==> src/rtl/ks_voice_sched_pkg.sv <==
// Shared types and defaults for the Karplus-Strong voice scheduler.
// Optional voice stealing is enabled by defining KS_SCHED_STEAL_EN.
package ks_pkg;
    localparam int DEF_NUM_VOICES = 4;
    localparam int DEF_DATA_WIDTH = 8;
    localparam int DEF_PLUCK_HOLD = 4;
    localparam int DEF_SUSTAIN_W  = 16;

    localparam int IDX_W  = $clog2(DEF_NUM_VOICES);
    localparam int HOLD_W = $clog2(DEF_PLUCK_HOLD + 1);

    localparam logic [DEF_DATA_WIDTH-1:0] PERIOD_DEFAULT = '1;

    typedef enum logic [1:0] {
        IDLE,
        PLUCK_HI,
        PLUCK_LO,
        ACTIVE
    } voice_state_e;

    function automatic int hold_w(input int hold);
        return $clog2(hold + 1);
    endfunction
endpackage

==> src/rtl/ks_voice_sched_if.sv <==
// Note-request / allocation / voice-drive bundle of the voice scheduler.
interface ks_voice_sched_if #(
    parameter int NUM_VOICES = ks_pkg::DEF_NUM_VOICES,
    parameter int DATA_WIDTH = ks_pkg::DEF_DATA_WIDTH,
    parameter int SUSTAIN_W  = ks_pkg::DEF_SUSTAIN_W
);
    localparam int IW = (NUM_VOICES > 1) ? $clog2(NUM_VOICES) : 1;

    logic                             note_valid_i;
    logic                             note_ready_o;
    logic [DATA_WIDTH-1:0]            note_period_i;
    logic [SUSTAIN_W-1:0]             note_sustain_i;
    logic                             all_off_i;
    logic                             alloc_valid_o;
    logic [IW-1:0]                    alloc_idx_o;
    logic                             alloc_steal_o;
    logic [NUM_VOICES-1:0]            pluck_o;
    logic [NUM_VOICES*DATA_WIDTH-1:0] period_o;
    logic [NUM_VOICES-1:0]            voice_active_o;

    modport slave (
        input  note_valid_i, note_period_i, note_sustain_i, all_off_i,
        output note_ready_o, alloc_valid_o, alloc_idx_o, alloc_steal_o,
               pluck_o, period_o, voice_active_o
    );

    modport master (
        output note_valid_i, note_period_i, note_sustain_i, all_off_i,
        input  note_ready_o, alloc_valid_o, alloc_idx_o, alloc_steal_o,
               pluck_o, period_o, voice_active_o
    );
endinterface

==> src/rtl/ks_voice_sched_slot.sv <==
// One string voice: pluck pulse, low guard, sustain countdown and latched period.
// Under KS_SCHED_STEAL_EN the remaining sustain is exported for steal selection.
module ks_voice_slot
    import ks_pkg::*;
#(
    parameter int DATA_WIDTH = DEF_DATA_WIDTH,
    parameter int PLUCK_HOLD = DEF_PLUCK_HOLD,
    parameter int SUSTAIN_W  = DEF_SUSTAIN_W
) (
    input  logic                  clk,
    input  logic                  rst_n,
    input  logic                  load,
    input  logic                  all_off,
    input  logic [DATA_WIDTH-1:0] period_in,
    input  logic [SUSTAIN_W-1:0]  sustain_in,
    output logic                  busy,
`ifdef KS_SCHED_STEAL_EN
    output logic                  stealable,
    output logic [SUSTAIN_W-1:0]  remain,
`endif
    output logic                  pluck,
    output logic [DATA_WIDTH-1:0] period
);
    localparam int HW = hold_w(PLUCK_HOLD);
    localparam logic [HW-1:0] HOLD_LAST = HW'(PLUCK_HOLD - 1);

    voice_state_e         state, state_nxt;
    logic [HW-1:0]        hold_cnt;
    logic [SUSTAIN_W-1:0] sus_cnt, sus_latch;
    logic                 off_pend;
    logic                 hold_done;

    assign hold_done = (hold_cnt == '0);

    always_ff @(posedge clk) begin
        if (!rst_n) state <= IDLE;
        else        state <= state_nxt;
    end

    // A load always wins: from IDLE it is a fresh note, from ACTIVE a steal.
    always_comb begin
        state_nxt = state;
        if (load) begin
            state_nxt = PLUCK_HI;
        end else begin
            case (state)
                PLUCK_HI: if (hold_done) state_nxt = PLUCK_LO;
                PLUCK_LO: if (hold_done) state_nxt = (off_pend || all_off) ? IDLE : ACTIVE;
                ACTIVE:   if (all_off || sus_cnt == '0) state_nxt = IDLE;
                default:  state_nxt = state;
            endcase
        end
    end

    always_comb begin
        busy = (state != IDLE);
`ifdef KS_SCHED_STEAL_EN
        stealable = (state == ACTIVE);
`endif
    end

`ifdef KS_SCHED_STEAL_EN
    assign remain = sus_cnt;
`endif

    always_ff @(posedge clk) begin
        if (!rst_n) begin
            hold_cnt  <= '0;
            sus_cnt   <= '0;
            sus_latch <= '0;
            off_pend  <= 1'b0;
            pluck     <= 1'b0;
            period    <= PERIOD_DEFAULT;
        end else begin
            // Registered from the next state so the pin never glitches.
            pluck <= (state_nxt == PLUCK_HI);
            if (load) begin
                period    <= period_in;
                sus_latch <= sustain_in;
                hold_cnt  <= HOLD_LAST;
                off_pend  <= 1'b0;
            end else begin
                if (state != state_nxt) hold_cnt <= HOLD_LAST;
                else if (!hold_done)    hold_cnt <= hold_cnt - HW'(1);
                if (all_off && (state == PLUCK_HI || state == PLUCK_LO)) off_pend <= 1'b1;
                if (state_nxt == IDLE) off_pend <= 1'b0;
                if (state_nxt == ACTIVE && state != ACTIVE)  sus_cnt <= sus_latch;
                else if (state == ACTIVE && sus_cnt != '0)   sus_cnt <= sus_cnt - SUSTAIN_W'(1);
            end
        end
    end
endmodule

==> src/rtl/ks_voice_sched.sv <==
// Note allocator and handshake in front of NUM_VOICES Karplus-Strong voices.
// Define KS_SCHED_STEAL_EN to let a new note evict the ACTIVE voice closest to expiry.
module ks_voice_sched
    import ks_pkg::*;
#(
    parameter int NUM_VOICES = DEF_NUM_VOICES,
    parameter int DATA_WIDTH = DEF_DATA_WIDTH,
    parameter int PLUCK_HOLD = DEF_PLUCK_HOLD,
    parameter int SUSTAIN_W  = DEF_SUSTAIN_W
) (
    input logic              clk_i,
    input logic              rst_ni,
    ks_voice_sched_if.slave  bus
);
    localparam int IW = (NUM_VOICES > 1) ? $clog2(NUM_VOICES) : 1;

    logic [NUM_VOICES-1:0]                 busy, load, pluck;
    logic [NUM_VOICES-1:0][DATA_WIDTH-1:0] period;
    logic [IW-1:0]                         idle_sel, sel;
    logic                                  any_idle, accept;
`ifdef KS_SCHED_STEAL_EN
    logic [NUM_VOICES-1:0]                 stealable;
    logic [NUM_VOICES-1:0][SUSTAIN_W-1:0]  remain;
    logic [SUSTAIN_W-1:0]                  best;
    logic [IW-1:0]                         steal_sel;
    logic                                  any_act;
`endif

    for (genvar v = 0; v < NUM_VOICES; v++) begin : g_voice
        ks_voice_slot #(
            .DATA_WIDTH (DATA_WIDTH),
            .PLUCK_HOLD (PLUCK_HOLD),
            .SUSTAIN_W  (SUSTAIN_W)
        ) u_slot (
            .clk        (clk_i),
            .rst_n      (rst_ni),
            .load       (load[v]),
            .all_off    (bus.all_off_i),
            .period_in  (bus.note_period_i),
            .sustain_in (bus.note_sustain_i),
            .busy       (busy[v]),
`ifdef KS_SCHED_STEAL_EN
            .stealable  (stealable[v]),
            .remain     (remain[v]),
`endif
            .pluck      (pluck[v]),
            .period     (period[v])
        );
        assign load[v] = accept && (sel == IW'(v));
    end

    always_comb begin
        any_idle = 1'b0;
        idle_sel = '0;
        for (int v = 0; v < NUM_VOICES; v++) begin
            if (!busy[v] && !any_idle) begin
                idle_sel = IW'(v);
                any_idle = 1'b1;
            end
        end
    end

`ifdef KS_SCHED_STEAL_EN
    // Strict '<' while scanning upward keeps the lowest index on a tie.
    always_comb begin
        any_act   = 1'b0;
        steal_sel = '0;
        best      = '0;
        for (int v = 0; v < NUM_VOICES; v++) begin
            if (stealable[v] && (!any_act || remain[v] < best)) begin
                steal_sel = IW'(v);
                best      = remain[v];
                any_act   = 1'b1;
            end
        end
    end

    assign bus.note_ready_o = !bus.all_off_i && (any_idle || any_act);
    assign sel              = any_idle ? idle_sel : steal_sel;

    always_ff @(posedge clk_i) begin
        if (!rst_ni) bus.alloc_steal_o <= 1'b0;
        else         bus.alloc_steal_o <= accept && !any_idle;
    end
`else
    assign bus.note_ready_o  = !bus.all_off_i && any_idle;
    assign sel               = idle_sel;
    assign bus.alloc_steal_o = 1'b0;
`endif

    assign accept = bus.note_valid_i && bus.note_ready_o;

    always_ff @(posedge clk_i) begin
        if (!rst_ni) begin
            bus.alloc_valid_o <= 1'b0;
            bus.alloc_idx_o   <= '0;
        end else begin
            bus.alloc_valid_o <= accept;
            if (accept) bus.alloc_idx_o <= sel;
        end
    end

    assign bus.pluck_o        = pluck;
    assign bus.period_o       = period;
    assign bus.voice_active_o = busy;
endmodule

==> src/flat_wrapper.sv <==
// flat-port wrapper written by rule: the top's interface ports become plain ports
module ks_voice_sched_flat import ks_pkg::*;
#(
    parameter int NUM_VOICES = DEF_NUM_VOICES,
    parameter int DATA_WIDTH = DEF_DATA_WIDTH,
    parameter int PLUCK_HOLD = DEF_PLUCK_HOLD,
    parameter int SUSTAIN_W  = DEF_SUSTAIN_W
)
  (clk_i, rst_ni, bus_note_valid_i, bus_note_period_i, bus_note_sustain_i, bus_all_off_i, bus_note_ready_o, bus_alloc_valid_o, bus_alloc_idx_o, bus_alloc_steal_o, bus_pluck_o, bus_period_o, bus_voice_active_o);
  ks_voice_sched_if #(.NUM_VOICES(NUM_VOICES), .DATA_WIDTH(DATA_WIDTH), .SUSTAIN_W(SUSTAIN_W)) bus_i ();
  input logic clk_i;
  input logic rst_ni;
  input wire logic [$bits(bus_i.note_valid_i)-1:0] bus_note_valid_i;
  input wire logic [$bits(bus_i.note_period_i)-1:0] bus_note_period_i;
  input wire logic [$bits(bus_i.note_sustain_i)-1:0] bus_note_sustain_i;
  input wire logic [$bits(bus_i.all_off_i)-1:0] bus_all_off_i;
  output wire logic [$bits(bus_i.note_ready_o)-1:0] bus_note_ready_o;
  output wire logic [$bits(bus_i.alloc_valid_o)-1:0] bus_alloc_valid_o;
  output wire logic [$bits(bus_i.alloc_idx_o)-1:0] bus_alloc_idx_o;
  output wire logic [$bits(bus_i.alloc_steal_o)-1:0] bus_alloc_steal_o;
  output wire logic [$bits(bus_i.pluck_o)-1:0] bus_pluck_o;
  output wire logic [$bits(bus_i.period_o)-1:0] bus_period_o;
  output wire logic [$bits(bus_i.voice_active_o)-1:0] bus_voice_active_o;
  assign bus_i.note_valid_i = bus_note_valid_i;
  assign bus_i.note_period_i = bus_note_period_i;
  assign bus_i.note_sustain_i = bus_note_sustain_i;
  assign bus_i.all_off_i = bus_all_off_i;
  assign bus_note_ready_o = bus_i.note_ready_o;
  assign bus_alloc_valid_o = bus_i.alloc_valid_o;
  assign bus_alloc_idx_o = bus_i.alloc_idx_o;
  assign bus_alloc_steal_o = bus_i.alloc_steal_o;
  assign bus_pluck_o = bus_i.pluck_o;
  assign bus_period_o = bus_i.period_o;
  assign bus_voice_active_o = bus_i.voice_active_o;
  ks_voice_sched #(.NUM_VOICES(NUM_VOICES), .DATA_WIDTH(DATA_WIDTH), .PLUCK_HOLD(PLUCK_HOLD), .SUSTAIN_W(SUSTAIN_W)) u_core (.clk_i(clk_i), .rst_ni(rst_ni), .bus(bus_i));
endmodule
==> config.mk <==
export PLATFORM = sky130hd
export DESIGN_NAME = ks_voice_sched_flat
export DESIGN_NICKNAME = d
export VERILOG_FILES = /design/src/rtl/ks_voice_sched_pkg.sv /design/src/rtl/ks_voice_sched_if.sv /design/src/rtl/ks_voice_sched_slot.sv /design/src/rtl/ks_voice_sched.sv /design/src/flat_wrapper.sv
export SDC_FILE = /design/constraint.sdc
export NUM_CORES = 1
export LEC_CHECK = 0
export ABC_AREA = 1
export CORE_MARGIN = 2
export CORE_UTILIZATION = 30
export CTS_CLUSTER_SIZE = 30
export DETAILED_ROUTE_END_ITERATION = 10
export DONT_BUFFER_PORTS = 1
export SETUP_SLACK_MARGIN = 0.5
export SLEW_MARGIN = 40
export SYNTH_ARGS = -nofsm -noshare
export SYNTH_HDL_FRONTEND = slang
export SYNTH_HIERARCHICAL = 1
export SYNTH_SLANG_ARGS = --single-unit
export TNS_END_PERCENT = 30
==> constraint.sdc <==
create_clock -name clk_i -period 2.72 [get_ports clk_i]
set_clock_uncertainty 0.2 [all_clocks]
set_input_delay 0.816 -clock clk_i [delete_from_list [all_inputs] [get_ports clk_i]]
set_output_delay 0.816 -clock clk_i [all_outputs]
set_load 0.01 [all_outputs]
==> results.sh, run 1 <==
export IMPL_powerDensity_mw_per_mm2=520.8
export IMPL_diodes=0
export IMPL_ys_seq_area_share_pct=36.29
export IMPL_critPathKind="reg -> out"
export IMPL_ant_nets=0
export IMPL_drv_slew=0
export IMPL_gp_congestion=0.8552
export IMPL_finalCriticalPeriod_ns=2.382
export IMPL_synthCells=1602
export IMPL_place_ws_ns=0.1895
export IMPL_comb_power_share_pct=13.8
export IMPL_setup_tns_ns=0
export IMPL_grt_pass1_vias=9168
export IMPL_route_detailed_drc=0
export IMPL_io_pins=73
export IMPL_synthTopCellsByCount="nand2_1, nor2_1, dfxtp_1"
export IMPL_power_leakage_uw=0.006297
export IMPL_hpwl_mm=19.45
export IMPL_synth_seq_cells=191
export IMPL_rsz0062_at_grt="yes"
export IMPL_timing_slew_headroom_pct=56.72
export IMPL_crit_arrival_ns=1.37
export IMPL_synth_cell_types=25
export IMPL_required_ns=1.70
export IMPL_worst_pin_slew_ns=0.6443
export IMPL_yosysMostFrequentCell="nand2_1"
export IMPL_syn_nets=1662
export IMPL_p_seq_share_pct=45.4
export IMPL_cts_buffers=17
export IMPL_cts_buffer_depth=2
export IMPL_die_area_sq_mm=0.03663
export IMPL_synthArstFlopShare_pct=0
export IMPL_synth_edf_count=0
export IMPL_wl_per_cell_um=14.62
export IMPL_grt_max_degree=180
export IMPL_die_y_um=191.4
export IMPL_grt_usage_pct=16.44
export IMPL_final_layout_size_suffix_gt1_share_pct=16.33
export IMPL_viasPerCell=4.707
export IMPL_layout_nets=1694
export IMPL_finalHoldViolations=0
export IMPL_rows=68
export IMPL_min_path_type="in -> reg"
export IMPL_vdd_ir_drop_max_v=0.0004661
export IMPL_areaGrowthSynthToFinish_pct=21.14
export IMPL_htree_levels=4
export IMPL_start_kind="flop"
export IMPL_first_pass_iters=6
export IMPL_initial_utilization_pct=30.50
export IMPL_fmax_mhz=419.8
export IMPL_coreArea_sq_mm=0.03454
export IMPL_period_share_pct=87.57
export IMPL_synth_top_area_cell="dfxtp_1"
export IMPL_synth_area_per_cell_sq_um=6.576
export IMPL_p_int_uw=4796
export IMPL_antenna_found_initial=0
export IMPL_cp_max_fo=5
export IMPL_finalWirelength_mm=30.73
export IMPL_netlist_area_sq_mm=0.01054
export IMPL_die_w_um=191.4
export IMPL_worstSkewPairLatency_ns=0.45
export IMPL_status="finished clean"
export IMPL_io_buffers=0
export IMPL_gr_total_overflow=0
export IMPL_drtIter0Drc=758
export IMPL_vias=9895
export IMPL_root_buffer="clkbuf_16"
export IMPL_worst_slack_ns=0.3380
export IMPL_synth_top_area_share_pct=36.29
export IMPL_cts_tree="yes"
export IMPL_synth_warnings=6
export IMPL_setup_viol=0
export IMPL_synth_area_leaders="dfxtp_1, nand2_1, nor2_1"
export IMPL_p_sw_uw=1850
export IMPL_max_cap_violations=0
export IMPL_clockPowerShare_pct=40.7
export IMPL_cts_hold_buf=0
export IMPL_numClockSinks=191
export IMPL_ys_flop_type="dfxtp_1"
export IMPL_grt_pass1_wl_mm=47.42
export IMPL_clk_pin_slew_ns=0.08
export IMPL_p_sw_share_pct=27.83
export IMPL_setup_worst_path_end_class="output pin"
## power groups by stage
stage | clock (uW) | sequential, uW | combinational, uW
after detailed placement | 0 | 3080 | 782
final | 2710 | 3020 | 920
after global placement | 0 | 3070 | 771
after floorplan | 0 | 3060 | 679
after global routing | 2870 | 3030 | 1040
after CTS | 2750 | 3010 | 847
## area by class of cell
cell class / instances / area [sq um]
inverter: 154 / 648.1
clock buffer: 19 / 442.9
clock inverter: 13 / 177.7
tap: 455 / 569.3
fill: 3623 / 21780
timing repair buffer: 72 / 714.4
multi-input combinational: 1198 / 6369
sequential: 191 / 3841
## registers in the layout, indices dropped and copies added (netlist names)
name                             count
u_core/bus.alloc_idx_o               2
u_core/g_voice.u_slot/state          8
u_core/g_voice.u_slot/period        32
u_core/g_voice.u_slot/pluck          4
u_core/bus.alloc_valid_o             1
u_core/g_voice.u_slot/hold_cnt      12
u_core/g_voice.u_slot/sus_cnt       64
u_core/g_voice.u_slot/off_pend       4
u_core/g_voice.u_slot/sus_latch     64
## layout by cell type, fill, tap and decap left out, types with 5 or more instances in the layout
cell type	count
nor2_4	6
inv_1	126
nand2_1	410
nor2_2	15
inv_2	10
nand4_1	27
clkbuf_16	18
nand3_2	14
o21ai_0	75
buf_12	7
ha_1	24
buf_4	51
nand2_8	17
nand2_2	37
nand3_1	102
inv_6	6
inv_8	5
inv_4	11
nor2_1	351
nor3_1	10
nand3_4	10
xor2_1	63
dfxtp_2	8
dfxtp_1	181
buf_6	11
nand2_4	10
## cell families (layout without fill, tap and decap cells)
family | count (synthesis) | in the layout | share of synthesized area (%)
and+or+nand+nor | 1006 | 1016 | 41.29
buffers and inverters | 223 | 258 | 9.121
DFF | 191 | 191 | 36.29
AOI/OAI and AO/OA | 85 | 85 | 4.133
xor gates and xnor gates | 64 | 64 | 5.321
adders and majority gates | 32 | 32 | 3.800
other | 1 | 1 | 0.03560
## worst max-delay path: stages, from the launching register on
cell	delay [ns]
dfxtp_2	0.36
inv_4	0.05
ha_4	0.17
inv_8	0.08
nand2_4	0.05
nor2_4	0.12
a21oi_4	0.08
## worst paths after layout
kind	slack, ns	cells after the start	endpoint	from
worst max-delay path	0.34	6	bus_note_ready_o	u_core/g_voice[1].u_slot/state[0]
worst min-delay path	0.25	1	u_core/g_voice[3].u_slot/period[2]	rst_ni
worst max register to register	0.40	16	u_core/bus.alloc_idx_o[1]	u_core/g_voice[3].u_slot/state[0]
worst min register to register	0.29	2	u_core/g_voice[3].u_slot/off_pend	u_core/g_voice[3].u_slot/off_pend
## timing repair
item                       CTS  global route
gates cloned                 6             6
buffers inserted            39            10
setup endpoints to repair   75           113
resized for setup           60            83
pin swaps                   25            30
## per-layer routing
metal / global-route usage, % / up-vias / share of wire, %
li1: - / 5005 / -
met4: 5.059 / 0 / 1.9
met3: 3.525 / 43 / 5.2
met2: 27.24 / 251 / 47
met1: 21.27 / 4596 / 45
met5: 0 / - / 0
## stage by stage
stage                     utilization (%)  cell area, sq um  hold slack, ns  instances  total power, uW
after floorplan                         -             10640          0.2516       1602             3736
after detailed placement            31.80             10990          0.2767       2009             3858
after global routing                36.95             12760          0.2369       2102             6946
after global placement              31.80             10990          0.2650       2009             3846
after CTS                           35.52             12270          0.2414       2086             6610
final                               36.95             12760          0.2532       2102             6646
(Power assumes the default switching activity.)
==> inputs of run 2 (changes only) <==
--- a/config.mk
+++ b/config.mk
@@ -7,7 +7,9 @@
 export LEC_CHECK = 0
 export ABC_AREA = 1
 export CORE_MARGIN = 2
-export CORE_UTILIZATION = 30
+export CORE_UTILIZATION = 26
+export CTS_BUF_LIST = sky130_fd_sc_hd__clkbuf_2 sky130_fd_sc_hd__clkbuf_4 sky130_fd_sc_hd__clkbuf_8
+export CTS_CLUSTER_DIAMETER = 80
 export CTS_CLUSTER_SIZE = 30
 export DETAILED_ROUTE_END_ITERATION = 10
 export DONT_BUFFER_PORTS = 1
==> run 2 against run 1 <==
Effect of this change:
- hold slack got worse by 0.018 ns
- register-to-register slack got worse by 0.08 ns
- critical path depth stayed put
- via count shrank 0.54%
- combinational power up 4.6%
- sequential power hardly changed
- core utilization shrank 4.7 points
- power down 10%
- global-route usage fell by 2.4 points
- die area increased by 15%
- cell count grew 3.3%
- largest power group unchanged
==> results.sh, run 2 (synthesis gave the netlist of run 1 again) <==
export IMPL_max_cap_violations=0
export IMPL_final_common_cell="nand2_1"
export IMPL_antenna_found_initial=1
export IMPL_p_seq_share_pct=50.8
export IMPL_vias=9842
export IMPL_grt_usage_pct=14.02
export IMPL_hpwl_mm=19.54
export IMPL_timing_slew_headroom_pct=66.73
export IMPL_critPathSlowestCell="dfxtp_2"
export IMPL_rr_endpoint="u_core/g_voice[0].u_slot/hold_cnt[0]"
export IMPL_area_sequential_sq_mm=0.003841
export IMPL_rows=73
export IMPL_wl_per_cell_um=14.13
export IMPL_worst_pin_slew_ns=0.4953
export IMPL_period_share_pct=89.62
export IMPL_drv_slew=0
export IMPL_comb_power_share_pct=16.2
export IMPL_cts_buffers=17
export IMPL_p_sw_uw=1777
export IMPL_min_path_type="in -> reg"
export IMPL_htree_levels=4
export IMPL_critPathKind="reg -> out"
export IMPL_dp_cells=2078
export IMPL_p_sw_share_pct=29.85
export IMPL_max_stage_delay_ns=0.37
export IMPL_io_pins=73
export IMPL_ant_nets=0
export IMPL_gr_total_overflow=0
export IMPL_clk_pin_slew_ns=0.10
export IMPL_grt_max_degree=180
export IMPL_place_ws_ns=0.1189
export IMPL_layout_nets=1693
export IMPL_finalCriticalPeriod_ns=2.438
export IMPL_status="finished clean"
export IMPL_p_int_uw=4177
export IMPL_crit_arrival_ns=1.42
export IMPL_final_cell_area_sq_mm=0.01283
export IMPL_vdd_ir_drop_max_v=0.0003231
export IMPL_worstRegToRegCells=12
export IMPL_finalWirelength_mm=30.67
export IMPL_power_leakage_uw=0.006162
export IMPL_top_regs="u_core/g_voice.u_slot/sus_cnt x64, u_core/g_voice.u_slot/sus_latch x64, u_core/g_voice.u_slot/period x32"
export IMPL_rsz0062_at_grt="yes"
export IMPL_cp_max_fo=5
export IMPL_die_w_um=205.3
export IMPL_grt_pass1_wl_mm=46.71
export IMPL_initial_utilization_pct=26.45
export IMPL_fin_cells=2171
export IMPL_die_area_sq_mm=0.04215
export IMPL_first_pass_iters=5
export IMPL_post_dp_cell_area_sq_mm=0.01107
export IMPL_viasPerCell=4.533
export IMPL_finalHoldViolations=0
export IMPL_worst_slack_ns=0.2823
export IMPL_final_cell_mix="nand2_1, nor2_1, dfxtp_1"
export IMPL_grt_pass1_vias=8983
export IMPL_critPathLaunch="u_core/g_voice[2].u_slot/state[0]"
export IMPL_setup_worst_path_end_class="output pin"
export IMPL_fmax_mhz=410.2
export IMPL_drtIter0Drc=793
export IMPL_required_ns=1.70
export IMPL_diodes=0
export IMPL_setup_viol=0
export IMPL_numClockSinks=191
export IMPL_min_delay_start="rst_ni"
export IMPL_cts_tree="yes"
export IMPL_root_buffer="clkbuf_8"
export IMPL_cts_hold_buf=0
export IMPL_io_buffers=0
export IMPL_powerDensity_mw_per_mm2=464.2
export IMPL_start_kind="flop"
export IMPL_areaGrowthSynthToFinish_pct=21.75
export IMPL_r2r_slack_ns=0.32
export IMPL_worstSkewPairLatency_ns=0.50
export IMPL_coreArea_sq_mm=0.03982
export IMPL_die_y_um=205.3
export IMPL_multi_input_area_sq_mm=0.006564
export IMPL_fillCellCount=4312
export IMPL_reg2reg_from="u_core/g_voice[3].u_slot/state[0]"
export IMPL_cts_buffer_depth=2
export IMPL_gp_congestion=0.8474
export IMPL_route_detailed_drc=0
export IMPL_cp_endpoint="bus_note_ready_o"
export IMPL_setup_tns_ns=0
export IMPL_path_cells="inv_4, ha_4, inv_6, inv_2, nor2_4, a21oi_4"
export IMPL_clockPowerShare_pct=33.0
export IMPL_final_layout_size_suffix_gt1_share_pct=19.32
run 2: how the worst min path moves through the flow:
stage / to / slack, ns / depth (start not counted)
finish: u_core/g_voice[1].u_slot/period[4] / 0.24 / 1
global route: u_core/g_voice[0].u_slot/period[4] / 0.20 / 1
detailed placement: u_core/g_voice[1].u_slot/off_pend / 0.27 / 2
CTS: u_core/g_voice[1].u_slot/period[4] / 0.21 / 1
floorplan: u_core/g_voice[0].u_slot/off_pend / 0.25 / 2
global placement: u_core/g_voice[1].u_slot/off_pend / 0.27 / 2
run 2: timing repair:
item / in CTS / in global routing
buffers inserted: 28 / 20
gates cloned: 5 / 8
setup endpoints to repair: 82 / 109
resized for setup: 64 / 144
pin swaps: 15 / 55
run 2: through the flow:
stage | util, % | hold slack (ns) | power [uW]
final | 32.21 | 0.2352 | 5954
after global placement | 27.79 | 0.2652 | 3846
after global routing | 32.21 | 0.2049 | 6269
after floorplan | - | 0.2516 | 3736
after CTS | 30.17 | 0.2092 | 5865
after detailed placement | 27.79 | 0.2733 | 3873
run 2: worst max-delay path, delay by kind of cell (launching register included):
family / cells / cell delay [ns]
AND/OR/NAND/NOR: 1 / 0.13
flip-flops: 1 / 0.37
AO/OA/AOI/OAI: 1 / 0.08
adder cells (fa/ha/maj): 1 / 0.17
buffers and inverters: 3 / 0.18
run 2: power groups by stage:
stage / Clock (uW) / Combinational [uW] / Sequential [uW]
2_1_floorplan: 0 / 679 / 3060
3_3_place_gp: 0 / 769 / 3080
3_5_place_dp: 0 / 792 / 3080
4_1_cts: 2030 / 824 / 3010
5_1_grt: 2140 / 1090 / 3040
6_report: 1970 / 962 / 3030
run 2: layout make-up:
class | count | share of cell area (%)
repair buffers | 71 | 5.580
well taps | 525 | 5.121
inverters | 154 | 5.053
clock buffers | 18 | 1.883
multi-input cells | 1198 | 51.18
clock inverters | 14 | 1.239
flip-flops and latches | 191 | 29.95
run 2: layer usage:
| metal | track usage (%) | wire length, um |
|---|---|---|
| met1 | 18.18 | 14040 |
| met2 | 23.27 | 14440 |
| met3 | 3.437 | 1814 |
| met4 | 3.546 | 371 |
| met5 | 0 | 0 |
==> inputs of run 3 (changes only) <==
--- a/config.mk
+++ b/config.mk
@@ -5,7 +5,7 @@
 export SDC_FILE = /design/constraint.sdc
 export NUM_CORES = 1
 export LEC_CHECK = 0
-export ABC_AREA = 1
+export ABC_CLOCK_PERIOD_IN_PS = 2720
 export CORE_MARGIN = 2
 export CORE_UTILIZATION = 26
 export CTS_BUF_LIST = sky130_fd_sc_hd__clkbuf_2 sky130_fd_sc_hd__clkbuf_4 sky130_fd_sc_hd__clkbuf_8
==> run 3 against run 2 <==
Effect of this change:
- the flow now finishes with violations (setup timing)
- maximum frequency decreased by 12%
- clock power about the same
- wire length increased by 2.0%
- critical endpoint unchanged
==> results.sh, run 3 <==
export IMPL_cts_tree="yes"
export IMPL_die_w_um=199.5
export IMPL_worstPathBufferInverterCount=5
export IMPL_r2r_slack_ns=-0.02
export IMPL_cp_endpoint="bus_note_ready_o"
export IMPL_antenna_found_initial=1
export IMPL_worst_slack_ns=-0.06207
export IMPL_critPathKind="reg -> out"
export IMPL_final_cell_area_sq_mm=0.01332
export IMPL_io_pins=73
export IMPL_worstSkewPairLatency_ns=0.49
export IMPL_rsz0062_at_grt="yes"
export IMPL_cts_buffers=17
export IMPL_hold_depth=1
export IMPL_vdd_ir_drop_max_v=0.0003449
export IMPL_area_sequential_sq_mm=0.003839
export IMPL_critPathSlowestCell="dfxtp_2"
export IMPL_max_cap_violations=0
export IMPL_diodes=0
export IMPL_final_layout_size_suffix_gt1_share_pct=32.73
export IMPL_rr_endpoint="u_core/g_voice[2].u_slot/sus_cnt[7]"
export IMPL_period_share_pct=102.3
export IMPL_rows=71
export IMPL_dp_cells=1693
export IMPL_start_kind="flop"
export IMPL_synth_warnings=6
export IMPL_top_regs="u_core/g_voice.u_slot/sus_cnt x64, u_core/g_voice.u_slot/sus_latch x64, u_core/g_voice.u_slot/period x32"
export IMPL_min_delay_start="rst_ni"
export IMPL_drtIter0Drc=631
export IMPL_grt_max_degree=103
export IMPL_synth_area_per_cell_sq_um=8.877
export IMPL_yosysMostFrequentCell="dfxtp_1"
export IMPL_crit_arrival_ns=1.77
export IMPL_syn_nets=1179
export IMPL_netlist_area_sq_mm=0.009933
export IMPL_setup_worst_path_end_class="output pin"
export IMPL_powerDensity_mw_per_mm2=427.3
export IMPL_gr_total_overflow=0
export IMPL_finalHoldViolations=0
export IMPL_synthTopCellsByCount="dfxtp_1, nor2_1, mux2i_1"
export IMPL_post_dp_cell_area_sq_mm=0.01125
export IMPL_coreArea_sq_mm=0.03767
export IMPL_min_path_type="in -> reg"
export IMPL_fin_cells=1776
export IMPL_initial_utilization_pct=26.37
export IMPL_clk_pin_slew_ns=0.11
export IMPL_synth_top_area_cell="dfxtp_1"
export IMPL_worstRegToRegCells=11
export IMPL_numClockSinks=191
export IMPL_critical_path_top_delay_family="buffers and inverters"
export IMPL_root_buffer="clkbuf_8"
export IMPL_final_common_cell="dfxtp_1"
export IMPL_critPathLaunch="u_core/g_voice[0].u_slot/state[1]"
export IMPL_htree_levels=4
export IMPL_cpMostUsedCell="buf_6"
export IMPL_io_buffers=0
export IMPL_place_ws_ns=-0.1529
export IMPL_grt_pass1_wl_mm=49.91
export IMPL_grt_usage_pct=15.85
export IMPL_fillCellCount=3826
export IMPL_synth_seq_cells=191
export IMPL_die_area_sq_mm=0.03978
export IMPL_violations="setup timing"
export IMPL_path_cells="inv_2, ha_4, inv_4, buf_6, buf_6, nand4_1, nor2b_1, buf_4"
export IMPL_required_ns=1.70
export IMPL_cp_depth=8
export IMPL_vias=9295
export IMPL_drv_slew=0
export IMPL_ys_flop_type="dfxtp_1"
export IMPL_synth_top_area_share_pct=38.49
export IMPL_fmax_mhz=359.4
export IMPL_cp_max_fo=3
export IMPL_max_stage_delay_ns=0.35
export IMPL_gp_congestion=0.8620
export IMPL_synthCells=1119
export IMPL_ant_nets=0
export IMPL_ys_seq_area_share_pct=38.49
export IMPL_viasPerCell=5.234
export IMPL_setup_tns_ns=-0.08577
export IMPL_worst_pin_slew_ns=0.6499
export IMPL_grt_pass1_vias=9233
export IMPL_synth_area_leaders="dfxtp_1, mux2i_1, nor2_1"
export IMPL_setup_viol=3
export IMPL_final_cell_mix="dfxtp_1, buf_4, nor2_1"
export IMPL_layout_nets=1312
export IMPL_wl_per_cell_um=17.62
export IMPL_areaGrowthSynthToFinish_pct=34.12
export IMPL_status="finished, violations left"
export IMPL_finalWirelength_mm=31.30
export IMPL_synth_cell_types=80
export IMPL_power_leakage_uw=0.004852
export IMPL_route_detailed_drc=0
export IMPL_synthArstFlopShare_pct=0
export IMPL_multi_input_area_sq_mm=0.006575
export IMPL_die_y_um=199.5
export IMPL_synth_edf_count=0
export IMPL_timing_slew_headroom_pct=56.28
export IMPL_hpwl_mm=21.10
export IMPL_first_pass_iters=5
export IMPL_reg2reg_from="u_core/g_voice[2].u_slot/state[0]"
export IMPL_cts_buffer_depth=2
export IMPL_finalCriticalPeriod_ns=2.782
## run 3: through the flow
step / util [%] / hold WS, ns / total power [uW]
after detailed placement: 29.88 / 0.2592 / 3764
after CTS: 34.28 / 0.1829 / 5729
after global placement: 29.88 / 0.2583 / 3739
final: 35.37 / 0.2426 / 5693
after floorplan: - / 0.2312 / 3618
after global routing: 35.37 / 0.1947 / 5966
## run 3: cell families after synthesis
| group | synth area share (%) |
|---|---|
| AOI/OAI and AO/OA | 20.43 |
| xor gates and xnor gates | 0.9699 |
| adders and majority gates | 4.031 |
| buffers and inverters | 4.925 |
| DFF | 38.49 |
| muxes | 9.271 |
| other | 0.03775 |
| and+or+nand+nor | 21.84 |
## run 3: repair_timing
action                     in CTS  in global routing
setup endpoints to repair     162                172
hold buffers                    0                  0
pin swaps                      98                 94
resized for setup             226                 90
gates cloned                    3                  0
setup buffers                  43                  5
## run 3: worst min-delay path by stage
stage,endpoint
2_1_floorplan,u_core/g_voice[0].u_slot/sus_cnt[0]
3_3_place_gp,u_core/g_voice[3].u_slot/sus_cnt[12]
3_5_place_dp,u_core/g_voice[3].u_slot/sus_cnt[12]
4_1_cts,u_core/g_voice[0].u_slot/period[6]
5_1_grt,u_core/g_voice[2].u_slot/period[0]
6_report,u_core/g_voice[0].u_slot/state[0]
## run 3: final cells by class
type	count	area share, %
repair buffers	176	12.71
flip-flops and latches	191	28.81
clock buffers	21	2.122
multi-input cells	826	49.35
well taps	511	4.799
clock inverters	11	0.8922
inverters	40	1.315
## run 3: power breakdown
group	switching (uW)	total [uW]	internal, uW
Combinational	400	781	381
Clock	1100	1940	837
Sequential	70.3	2970	2900
## run 3: metal layers
| metal | part of all wire, % | global-route usage, % | up-vias | wire [um] |
|---|---|---|---|---|
| met4 | 2.4 | 5.597 | 0 | 752 |
| met1 | 45 | 20.49 | 4551 | 13990 |
| met5 | 0 | 0 | - | 0 |
| met3 | 6.5 | 4.253 | 45 | 2031 |
| li1 | - | - | 4432 | - |
| met2 | 46 | 25.37 | 267 | 14520 |
